File: src/rtl/clock_divider_pkg.sv
// Purpose : shared constants and helpers for the power-of-two clock divider.
// Contents: default counter width, divided-period helper for consumers/benches.
// Config  : optional rising-edge strobes are enabled with CLOCK_DIVIDER_RISE_EN.
package clock_divider_pkg;

  // Default number of divided outputs (counter bits).
  localparam int CLOCK_DIVIDER_DEFAULT_WIDTH = 32;

  // Period of divided output bit i, in enabled clk cycles: 2^(i+1).
  // Returned 65 bits wide so bit 63 (period 2^64) is still representable.
  function automatic logic [64:0] div_period(input int unsigned i);
    div_period = 65'd1 << (i + 1);
  endfunction

endpackage

File: src/rtl/clock_divider_rise.sv
// Purpose : per-bit registered rising-edge strobes for the divided-clock bus.
// Latency : strobe is registered alongside the counter, so it is high in the
//           same cycle the corresponding out bit first reads 1.
// Backpressure: none; ena=0 clears all strobes for that cycle.
// Ports   : clk, nrst (async active-low), ena, cur (counter now),
//           nxt (counter value being loaded), rise (one-cycle strobes).
module clock_divider_rise #(
  parameter int WIDTH = 32
) (
  input  logic             clk,
  input  logic             nrst,
  input  logic             ena,
  input  logic [WIDTH-1:0] cur,
  input  logic [WIDTH-1:0] nxt,
  output logic [WIDTH-1:0] rise
);

  // A bit rises when it is 0 now and 1 in the value about to be loaded.
  // On wrap to zero no bit goes 0->1, so every strobe is naturally 0.
  always_ff @(posedge clk or negedge nrst) begin
    if (!nrst) begin
      rise <= '0;
    end else if (ena) begin
      rise <= nxt & ~cur;
    end else begin
      rise <= '0;
    end
  end

endmodule

File: src/rtl/clock_divider.sv
// Purpose : free-running WIDTH-bit counter; out[i] is clk divided by 2^(i+1).
// Latency : registered outputs; first increment visible after the first enabled
//           edge following reset release.
// Backpressure: none; ena=0 holds the count (phase preserved) and clears strobes.
// Ports   : clk, nrst (async active-low), ena (count enable), out (divided bus),
//           out_rise (rising-edge strobes, only with CLOCK_DIVIDER_RISE_EN).
module clock_divider
  import clock_divider_pkg::*;
#(
  parameter int WIDTH = CLOCK_DIVIDER_DEFAULT_WIDTH
) (
  input  logic             clk,
  input  logic             nrst,
  input  logic             ena,
`ifdef CLOCK_DIVIDER_RISE_EN
  output logic [WIDTH-1:0] out,
  output logic [WIDTH-1:0] out_rise
`else
  output logic [WIDTH-1:0] out
`endif
);

  // Catch illegal widths at elaboration rather than building a broken counter.
  if (WIDTH < 1 || WIDTH > 64) begin : g_width_check
    $error("clock_divider: WIDTH must be in 1..64");
  end

  // Exactly WIDTH bits: carry-out is dropped so all-ones wraps to zero.
  logic [WIDTH-1:0] nxt;
  assign nxt = out + WIDTH'(1);

  always_ff @(posedge clk or negedge nrst) begin
    if (!nrst) begin
      out <= '0;
    end else if (ena) begin
      out <= nxt;
    end
  end

`ifdef CLOCK_DIVIDER_RISE_EN
  clock_divider_rise #(
    .WIDTH (WIDTH)
  ) u_rise (
    .clk  (clk),
    .nrst (nrst),
    .ena  (ena),
    .cur  (out),
    .nxt  (nxt),
    .rise (out_rise)
  );
`endif

endmodule

File: config.mk
export PLATFORM = sky130hd
export DESIGN_NAME = clock_divider
export DESIGN_NICKNAME = d
export VERILOG_FILES = /design/src/rtl/clock_divider_pkg.sv /design/src/rtl/clock_divider_rise.sv /design/src/rtl/clock_divider.sv
export SDC_FILE = /design/constraint.sdc
export NUM_CORES = 1
export LEC_CHECK = 0
export ABC_AREA = 0
export ABC_CLOCK_PERIOD_IN_PS = 4260
export BUFFER_PORTS_ARGS = -buffer_cell sky130_fd_sc_hd__buf_2
export CAP_MARGIN = 20
export CORE_ASPECT_RATIO = 1.2
export CORE_MARGIN = 3
export CORE_UTILIZATION = 26
export CTS_CLUSTER_DIAMETER = 60
export DETAILED_ROUTE_END_ITERATION = 16
export GPL_ROUTABILITY_DRIVEN = 0
export PLACE_DENSITY = 0.47
export SLEW_MARGIN = 20
export SYNTH_ARGS = -nofsm -noshare
export SYNTH_HDL_FRONTEND = slang
export SYNTH_SLANG_ARGS = --single-unit
File: constraint.sdc
create_clock -name clk -period 4.26 [get_ports clk]
set_input_delay 0.852 -clock clk [delete_from_list [all_inputs] [get_ports clk]]
set_output_delay 0.852 -clock clk [all_outputs]
set_load 0.03 [all_outputs]
Yosys cells after proc, flatten, opt, wreduce, memory -nomap -nowiden
Cells that the tools add are included.

operators by class
  add/sub/neg operators = 1

operators by type and width
  cell                                                              number
  32-bit by 1-bit adder with 32-bit output (second input constant)  1

word-level totals
  register bits = 32
  output and inout port bits = 32
  logic and storage cells = 2
  input bits = 3

Logic depth before layout (Yosys ltp)
Gate-level depths: netlist of the first run.

  depth after elaboration = 1
  mapped depth = 5
  mapped depth without buffers = 5

Worst setup path after synthesis of the first run
Ideal clock, no wire load.

  kind = in2reg
  start = input port ena
  end = register out[23]
  buffers on the path = 0
  arrival = 1.941 ns
  setup slack = 2.238 ns
  stages = 4
  cells stage by stage = nand4_4 > or4_4 > nor4_2 > xor2_1

RTL lines
  item                  line                 source
  start, declared       clock_divider.sv:14  input logic ena,
  end signal, assigned  clock_divider.sv:36  out <= nxt;
  end, declared         clock_divider.sv:19  output logic [WIDTH-1:0] out

==> key figures, run 1 <==
Drt
  – WL final: 3140 µm
  – Residual DRC count: 0
  – Pre-antenna DRT Iters: 2
  – Routed WL per cell: about 14 µm
  – Number of DRC markers in iteration 0: 65
  – Avg Vias per Cell: 4.753
  – Final ANT Viol Nets: 0
  – Total number of vias: about 1100

Layout
  – Max reg flops: 32
  – Area grow syn2layout: 23.49%
  – Finished Cell Area: 1789 µm²
  – Biggest register: out
  – Layout cells sized above 1: 29.09%
  – Biggest regs: out x32
  – Nets: 168
  – Filler cells: around 540
  – ANT cells: 0

Floorplan
  – DIE AREA: between 6000 and 7000 µm²
  – FP Rows: 29
  – Die X: 74.15 µm
  – Core area: 5334 µm²
  – Effective utilization at floorplan: 27.16%
  – Number of I/O pins: 35
  – Die Ht: between 80 and 90 µm

Worst setup path
  – CP Launch Type: primary input
  – Data required, critical path: 4.43 ns
  – Type of the worst setup path: primary input to register
  – Worst-path fanout max: 6
  – Crit. End Element: register
  – Crit path DAT: 2.26 ns

STA
  – Final setup TNS: 0 ns
  – Rel. slew slack: 46.49%
  – Final Setup Violations: 0
  – Final Hold Fails: 0
  – Minimum hold slack: roughly 0.47 ns
  – Worst Clk Skew: 0.003976 ns
  – Pins over their slew limit: 0
  – Fmax: 478.7 MHz
  – Minimum clock period: 2.089 ns
  – Post-route clock period utilization: 49.04%
  – Slew of the pin with the lowest slew margin: 0.7953 ns
  – Unrepaired setup endpoints after global routing: false
  – Fin worst setup slack: 2.171 ns

Synth
  – Synth top area cells: dfrtp_1 (55%), xnor2_1 (11%), xor2_1 (7.3%), nand4_1 (4.3%), nand3_1 (3.1%)
  – Post-synth EDFFs: 0
  – Syn Std Cell Area: 1449 µm²
  – Post-Syn Instances: around 120
  – Synth warn: 0
  – Mapped Nets: approximately 130
  – Unique cell type count in the Yosys netlist: 20
  – Syn avg cell area: approximately 12 µm²
  – Synth area leader: dfrtp_1
  – Seq cells post-synth: 32
  – Register area share after synthesis: 55.27%
  – Post-synth top flop: dfrtp_1
  – Async set-reset flop share out of synthesis: 100.0%
  – Post-synth top area share: 55.27%

Global routing
  – Gr usage total: 10.55%
  – Largest net degree at the start of global routing: 33
  – First-pass GRT wire length: between 5000 and 6000 µm
  – GRT Residual Overflow: 0
  – Vias in the first global route: 1101
  – Initial antenna violation count: 0

Clock network
  – Post-CTS setup buffer count: 0
  – Worst skew pair latency: approximately 0.28 ns
  – Clk slew on worst S/H paths: about 0.07 ns
  – Post_cts resized: 0
  – Post-CTS Hold Fix Bufs: 0
  – CTS tree: yes
  – H-tree depth: 2
  – Buffer levels on the longest clock path: 2
  – Root Buffer Master: clkbuf_8
  – CTS buffer count: 5
  – TritonCTS sink count: 32

Place
  – Port Buffer Count: 34
  – Dpl cell area: 1697 µm²
  – HPWL Detailed: roughly 2300 µm
  – Worst slack at placement: 1.829 ns

Pwr
  – Final total power: 0.8188 mW
  – VDD IR max: 197.8 µV
  – P per Cell Area: 457.7 nW/µm²
  – Pleak: ~0.9 nW

Hold path
  – Min-Delay Path Class: register to register

Outcome
  – Status: complete, no violations

Flow run
  – Max Cap Viol: 0
[stage by stage]
step / util, % / instances
after floorplan: - / 123
after global placement: 31.81 / 219
after detailed placement: 31.81 / 219
after CTS: 33.54 / 227
after global routing: 33.54 / 227
final: 33.54 / 227
[kinds of logic after synthesis]
logic type | after synthesis | synth area share [%]
muxes | 1 | 0.7771
adders and majority gates | 1 | 0.8634
buffers and inverters | 2 | 0.5183
xor gates and xnor gates | 31 | 18.74
DFF | 32 | 55.27
and+or+nand+nor | 56 | 23.83
[cells in the mapped netlist, types with 2 or more instances]
library cell and count:
nor2_1 3, nand3_1 9, nand4_1 10, nor3_1 5, xnor2_1 19, dfrtp_1 32
and4_1 3, inv_1 2, nor4_1 4, nand2_1 10, nor4_2 2, xor2_1 12
and3_1 4, and2_1 2
[layer usage]
metal / vias to the layer above / track usage (%) / share of wire (%)
met5: - / 0 / 0
li1: 516 / - / -
met4: 0 / 4.119 / 0.67
met2: 28 / 15.97 / 45
met3: 2 / 4.707 / 7.7
met1: 533 / 13.11 / 46
[area by class of cell]
type                       count  area (µm²)  area share (%)
multi-input combinational     89       640.6           35.80
clock buffer                   6       82.58           4.615
tap                           62       77.57           4.336
timing repair buffer          34       170.2           9.510
inverter                       2       7.507          0.4196
clock inverter                 2       10.01          0.5594
sequential                    32       800.8           44.76
[placed cells by master (no fill, tap or decap), drive strengths merged]
master,count
buf,34
dfrtp,32
xnor2,19
xor2,12
nand4,11
nand2,10
nand3,9
clkbuf,6
nor4,6
nor3,5
and3,4
and4,4
nor2,3
inv,2
and2,2
clkinv,2
or4,1
nor3b,1
mux2,1
ha,1
[final timing paths]
path,cells past startpoint,slack (ns),from,endpoint
worst max-delay path,5,2.17,ena,out[27]
worst min-delay path,1,0.47,out[31],out[31]
worst min register to register,1,0.47,out[31],out[31]
min in group asynchronous,1,0.62,nrst,out[22]
max in group asynchronous,1,3.18,nrst,out[5]
worst max register to register,4,2.40,out[5],out[27]
[where the power goes]
part | leakage, nW | internal, mW | switching (mW)
Sequential | 0.428 | 0.339 | 0.0555
Combinational | 0.412 | 0.0599 | 0.124
Clock | 0.0510 | 0.129 | 0.112
Total | 0.891 | 0.528 | 0.291
[worst max-delay path, stage by stage]
cell and delay, ns:
buf_2 0.16, nand4_4 0.15, nor4_1 0.72, nand4_1 0.20, xnor2_1 0.17
Power figures use the tool's default switching activity.
==> run 2: changes to the inputs <==
Settings changed: ABC_CLOCK_PERIOD_IN_PS 4260 to 1800, PLACE_DENSITY 0.47 to 0.48.
Clock period 4.26 ns to 1.8 ns, I/O delays scaled along.
==> run 2 against run 1 <==
Non-clock buffer count rose by 12. Final area is 5.7% higher. Clock power up 130%. Utilization increased by 1.9 points. Total power is 140% higher. Final cell count grew 5.3%. Setup slack worse by 2.1 ns.
==> key figures, run 2 (synthesized netlist as in run 1, its figures left out) <==
Floorplan
  – Effective utilization at floorplan: 27.16% (unchanged)
  – Die Ht: 87.78 µm (unchanged)
  – Number of I/O pins: 35 (unchanged)
  – FP Rows: 29 (unchanged)
  – Die X: 74.15 µm (unchanged)
  – Core area: 5334 µm² (unchanged)
  – DIE AREA: 6508 µm² (unchanged)

Place
  – Dpl cell area: 1780 µm² (+4.9%)
  – Worst slack at placement: 0.09368 ns (-1.735 ns)
  – Port Buffer Count: 34 (unchanged)
  – HPWL Detailed: 2454 µm (+4.7%)
  – Placed cell count: 230 (+5.0%)

Worst setup path
  – CP Launch Type: register
  – Largest stage delay, worst path: 0.44 ns (-0.28 ns)
  – Crit path DAT: 1.88 ns (-0.38 ns)
  – WP buf/inv: 0 (-1)
  – Data required, critical path: 2.00 ns (-2.43 ns)
  – Crit. End Element: register
  – Type of the worst setup path: register to register
  – CP max-delay cell: dfrtp_1
  – R2R Path Start: out[0]
  – Crit-path leading delay family: simple AND/OR/NAND/NOR gates
  – R2R cell count: 5 (+1)
  – Reg2Reg Capture Point: out[24]
  – R2R Setup Slk: 0.12 ns (-2.28 ns)
  – Worst-path fanout max: 5 (-1)
  – Ordered cell list for the critical path: ha_1, and4_2, nand4_1, nor4_2, xor2_1

STA
  – Pins over their slew limit: 0 (unchanged)
  – Unrepaired setup endpoints after global routing: false
  – Worst Clk Skew: 0.005665 ns (+0.001689 ns)
  – Minimum hold slack: 0.1024 ns (-0.3680 ns)
  – Final Setup Violations: 0 (unchanged)
  – Post-route clock period utilization: just over 90%
  – Rel. slew slack: 73.10% (+27 points)
  – Minimum clock period: roughly 1.7 ns
  – Fmax: roughly 600 MHz
  – Final Hold Fails: 0 (unchanged)
  – Final setup TNS: 0 ns (unchanged)
  – Slew of the pin with the lowest slew margin: 0.4004 ns (-0.3949 ns)
  – Fin worst setup slack: 0.1173 ns (-2.054 ns)

Layout
  – Max reg flops: 32 (unchanged)
  – ANT cells: 0 (unchanged)
  – Commonest cells after routing, fill and taps aside: buf_2 (34), dfrtp_1 (31), xnor2_1 (19)
  – Final std cells w/o fill: 239 (+5.3%)
  – Biggest register: out
  – Finished Cell Area: 1891 µm² (+5.7%)
  – Nets: 180 (+7.1%)
  – Biggest regs: out x32
  – Area grow syn2layout: 30.48%
  – Layout cells sized above 1: 34.46% (+5.4 points)
  – Commonest non-fill, non-tap cell in the layout: buf_2

Drt
  – Total number of vias: 1109 (+2.8%)
  – Final ANT Viol Nets: 0 (unchanged)
  – Residual DRC count: 0 (unchanged)
  – WL final: 3169 µm (+0.92%)
  – Routed WL per cell: 13.26 µm (-4.1%)
  – Pre-antenna DRT Iters: 4 (+2)
  – Number of DRC markers in iteration 0: 59 (-9.2%)
  – Avg Vias per Cell: 4.640 (-2.4%)

Clock network
  – CTS tree: yes
  – Clk slew on worst S/H paths: 0.06 ns (about the same)
  – TritonCTS sink count: 32 (unchanged)
  – Post-CTS Hold Fix Bufs: 0 (unchanged)
  – Buffer levels on the longest clock path: 2 (unchanged)
  – CTS buffer count: 5 (unchanged)
  – Root Buffer Master: clkbuf_8
  – H-tree depth: 2 (unchanged)
  – Worst skew pair latency: 0.27 ns (about the same)

Pwr
  – Sequential power share: 46.6% (-1.6 points)
  – P per Cell Area: 1036 nW/µm² (+130%)
  – Comb pwr share: 25.6% (+3.1 points)
  – VDD IR max: 453.8 µV (+130%)
  – Cell internal pwr: 1.297 mW (+150%)
  – Clock share of power: 27.8% (-1.6 points)
  – Switch share: 33.76% (-1.8 points)
  – NetSw: 0.6610 mW (+130%)
  – Pleak: 0.9463 nW (+6.2%)

Flow run
  – Max Cap Viol: 0 (unchanged)

Global routing
  – GRT Residual Overflow: 0 (unchanged)
  – Largest net degree at the start of global routing: 33 (unchanged)
  – Gr usage total: 10.44% (-0.11 points)
  – First-pass GRT wire length: 5112 µm (-0.68%)
  – Vias in the first global route: 1065 (-3.3%)
  – Initial antenna violation count: 0 (unchanged)

Hold path
  – Min-Delay Path Class: primary input to asynchronous set/reset pin

Outcome
  – Status: complete, no violations
==> run 2: per-layer routing <==
layer	global-route usage [%]	up-vias	share of wire [%]
met5	0	-	0
met1	13.49	526	44
met2	15.81	31	47
met3	3.904	5	6.4
met4	3.954	0	1.9
li1	-	547	-
==> run 2: how the worst max path moves through the flow <==
stage          cells past startpoint     from  endpoint
2_1_floorplan                      4   out[0]   out[23]
3_5_place_dp                       4  out[11]   out[23]
4_1_cts                            5   out[0]   out[24]
5_1_grt                            5   out[0]   out[20]
6_report                           5   out[0]   out[24]
3_3_place_gp                       5      ena   out[19]
==> run 2: power by group through the flow <==
stage	Clock, mW	Sequential, mW	Combinational, mW
4_1_cts	0.569	0.913	0.513
5_1_grt	0.597	0.926	0.538
3_5_place_dp	0	0.926	0.510
3_3_place_gp	0	0.919	0.502
2_1_floorplan	0	1.09	0.142
6_report	0.544	0.912	0.502
==> run 2: cell type report <==
cell class	instances	area, µm²
inverters	2	7.507
well taps	62	77.57
repair buffers	46	260.3
flip-flops and latches	32	802.0
fillers	524	3443
multi-input cells	89	653.1
clock buffers	8	90.09
==> run 2: worst reg2reg max path: cells and delay by family, from the launching register on <==
family / cells / cell delay (ns)
simple gates: 3 / 0.80
flops: 1 / 0.44
fa+ha+maj: 1 / 0.21
xor+xnor: 1 / 0.16
==> run 2: metrics by stage <==
step	utilization, %	power, mW
finish	35.44	1.958
global route	35.44	2.062
CTS	35.07	1.996
detailed placement	33.38	1.436
global placement	33.38	1.421
floorplan	-	1.232
==> run 2: repair_timing <==
item,4_1_cts,5_1_grt
endpoints found under the setup margin,0,3
gates resized for setup,0,2
buffers inserted,0,1
==> run 3: changes to the inputs <==
Settings changed: ABC_CLOCK_PERIOD_IN_PS 1800 to 1500, CORE_UTILIZATION 26 to 47, PLACE_DENSITY 0.48 to 0.76.
Clock period 1.8 ns to 1.5 ns, I/O delays scaled along.
==> run 3 against run 2 <==
The flow now finishes with violations (setup timing). Worst hold slack better by 0.15 ns. Final area is 16% higher. Non-clock buffer count up 21. Global-route usage rose by 10 points. Critical path depth grew 2. Setup slack worse by 0.17 ns. Register-to-register slack got worse by 0.17 ns.
==> key figures, run 3 (synthesized netlist as in run 1, its figures left out) <==
Drt
  – Number of DRC markers in iteration 0: 26 (-56%)
  – Final ANT Viol Nets: 0 (unchanged)
  – Total number of vias: 1257 (+13%)
  – Avg Vias per Cell: 5.418 (+17%)
  – WL final: 3467 µm (+9.4%)
  – Routed WL per cell: 14.94 µm (+13%)
  – Pre-antenna DRT Iters: 4 (unchanged)
  – Residual DRC count: 0 (unchanged)

Floorplan
  – DIE AREA: 3788 µm² (-42%)
  – Die Ht: 66.82 µm (-24%)
  – Number of I/O pins: 35 (unchanged)
  – Core area: 2864 µm² (-46%)
  – Effective utilization at floorplan: 50.59% (+23 points)
  – FP Rows: 21 (-28%)
  – Die X: 56.69 µm (-24%)

STA
  – Minimum clock period: 1.549 ns (-0.1341 ns)
  – Final setup TNS: -0.1455 ns (-0.1455 ns)
  – Worst Clk Skew: 0.005461 ns (-0.0002042 ns)
  – Final Hold Fails: 0 (unchanged)
  – Unrepaired setup endpoints after global routing: true
  – Final Setup Violations: 6 (+6)
  – Slew of the pin with the lowest slew margin: 0.4083 ns (+0.007880 ns)
  – Fmax: 645.7 MHz (+8.7%)
  – Pins over their slew limit: 0 (unchanged)
  – Fin worst setup slack: -0.04861 ns (-0.1659 ns)
  – Post-route clock period utilization: 103.2% (+9.8 points)
  – Rel. slew slack: 72.78% (-0.32 points)

Place
  – HPWL Detailed: 2374 µm (-3.2%)
  – Port Buffer Count: 34 (unchanged)

Clock network
  – Clk slew on worst S/H paths: 0.09 ns (+0.03 ns)
  – Buffer levels on the longest clock path: 2 (unchanged)
  – Worst skew pair latency: 0.34 ns (+0.07 ns)
  – TritonCTS sink count: 32 (unchanged)
  – H-tree depth: 2 (unchanged)
  – CTS tree: yes
  – Root Buffer Master: clkbuf_4
  – CTS buffer count: 5 (unchanged)

Layout
  – Layout cells sized above 1: 59.09% (+25 points)
  – Final Util: 76.67% (+41 points)
  – Biggest register: out
  – Area grow syn2layout: 51.55%
  – Nets: 201 (+12%)
  – ANT cells: 0 (unchanged)
  – Filler cells: 196 (-63%)
  – Max reg flops: 32 (unchanged)
  – Commonest cells after routing, fill and taps aside: buf_2 (34), buf_4 (27), dfrtp_2 (18)
  – Biggest regs: out x32
  – Commonest non-fill, non-tap cell in the layout: buf_2

Global routing
  – Largest net degree at the start of global routing: 33 (unchanged)
  – First-pass GRT wire length: 5754 µm (+13%)
  – GRT Residual Overflow: 0 (unchanged)
  – Vias in the first global route: 1271 (+19%)
  – Gr usage total: 20.41% (+10 points)
  – Initial antenna violation count: 0 (unchanged)

Pwr
  – P per Cell Area: 1175 nW/µm² (+13%)
  – VDD IR max: 1381 µV (+200%)
  – Pleak: 1.126 nW (+19%)

Worst setup path
  – Crit-path leading delay family: simple AND/OR/NAND/NOR gates
  – Data required, critical path: 1.73 ns (-0.27 ns)
  – Worst-path fanout max: 3 (-2)
  – Type of the worst setup path: register to register
  – Stages on worst setup path: 7 (+2)
  – CP max-delay cell: dfrtp_2
  – R2R cell count: 7 (+2)
  – Ordered cell list for the critical path: buf_6, ha_4, nand4_1, nor4_2, buf_4, nand3_4, xnor2_2
  – CP Launch Type: register
  – Largest stage delay, worst path: 0.39 ns (-0.05 ns)
  – Crit. End Element: register
  – Crit path DAT: 1.78 ns (-0.10 ns)
  – WP buf/inv: 2 (+2)

Hold path
  – Min-Delay Path Class: primary input to register
  – Worst hold stages: 2

Outcome
  – Status: finished, violations left
  – Failing checks: setup timing

Flow run
  – Max Cap Viol: 0 (unchanged)
==> run 3: area by class of cell <==
class	count	area, µm²	share of cell area (%)
clock buffers	8	68.82	3.134
inverters	2	7.507	0.3419
multi-input cells	89	814.5	37.09
flip-flops and latches	32	823.3	37.49
well taps	34	42.54	1.937
repair buffers	67	439.2	20.00
==> run 3: stage by stage <==
stage	power (mW)	setup slack [ns]	hold slack (ns)	cells	instance area, µm²
5_1_grt	2.721	-0.1533	0.2389	232	2196
3_3_place_gp	1.822	-0.005589	0.3372	213	1908
2_1_floorplan	1.535	-0.09645	0.004409	123	1530
3_5_place_dp	1.875	-0.07283	0.3465	213	1908
4_1_cts	2.551	-0.03260	0.2272	229	2069
6_report	2.580	-0.04861	0.2538	232	2196
==> run 3: path summary, 6_finish.rpt <==
path / slack (ns) / start / to
max: -0.05 / out[0] / out[26]
min: 0.25 / ena / out[0]
max reg2reg: -0.05 / out[0] / out[26]
min reg2reg: 0.48 / out[31] / out[31]
max in group asynchronous: 0.67 / nrst / out[0]
min in group asynchronous: 0.51 / nrst / out[16]
==> run 3: where the power goes <==
group | leakage (nW) | internal, mW | switching [mW] | total, mW
registers | 0.402 | 0.981 | 0.102 | 1.08
clock network | 0.0386 | 0.275 | 0.288 | 0.563
logic | 0.686 | 0.417 | 0.517 | 0.934
total | 1.13 | 1.67 | 0.907 | 2.58
==> run 3: layer usage <==
| metal | routed length (µm) | up-vias | track usage, % | part of all wire, % |
|---|---|---|---|---|
| met5 | 0 | - | 0 | 0 |
| met4 | 71 | 0 | 9.792 | 2.0 |
| met3 | 171 | 8 | 6.202 | 4.9 |
| met2 | 1804 | 35 | 35.40 | 52 |
| met1 | 1419 | 629 | 22.67 | 41 |
| li1 | - | 585 | - | - |
==> run 3: repair_timing <==
action | in CTS | in global routing
hold buffers | 1 | 0
setup buffers | 7 | 3
resized for setup | 6 | 20
pin swaps | 6 | 8
endpoints found under the setup margin | 11 | 18
endpoints found under the hold margin | 32 | 0
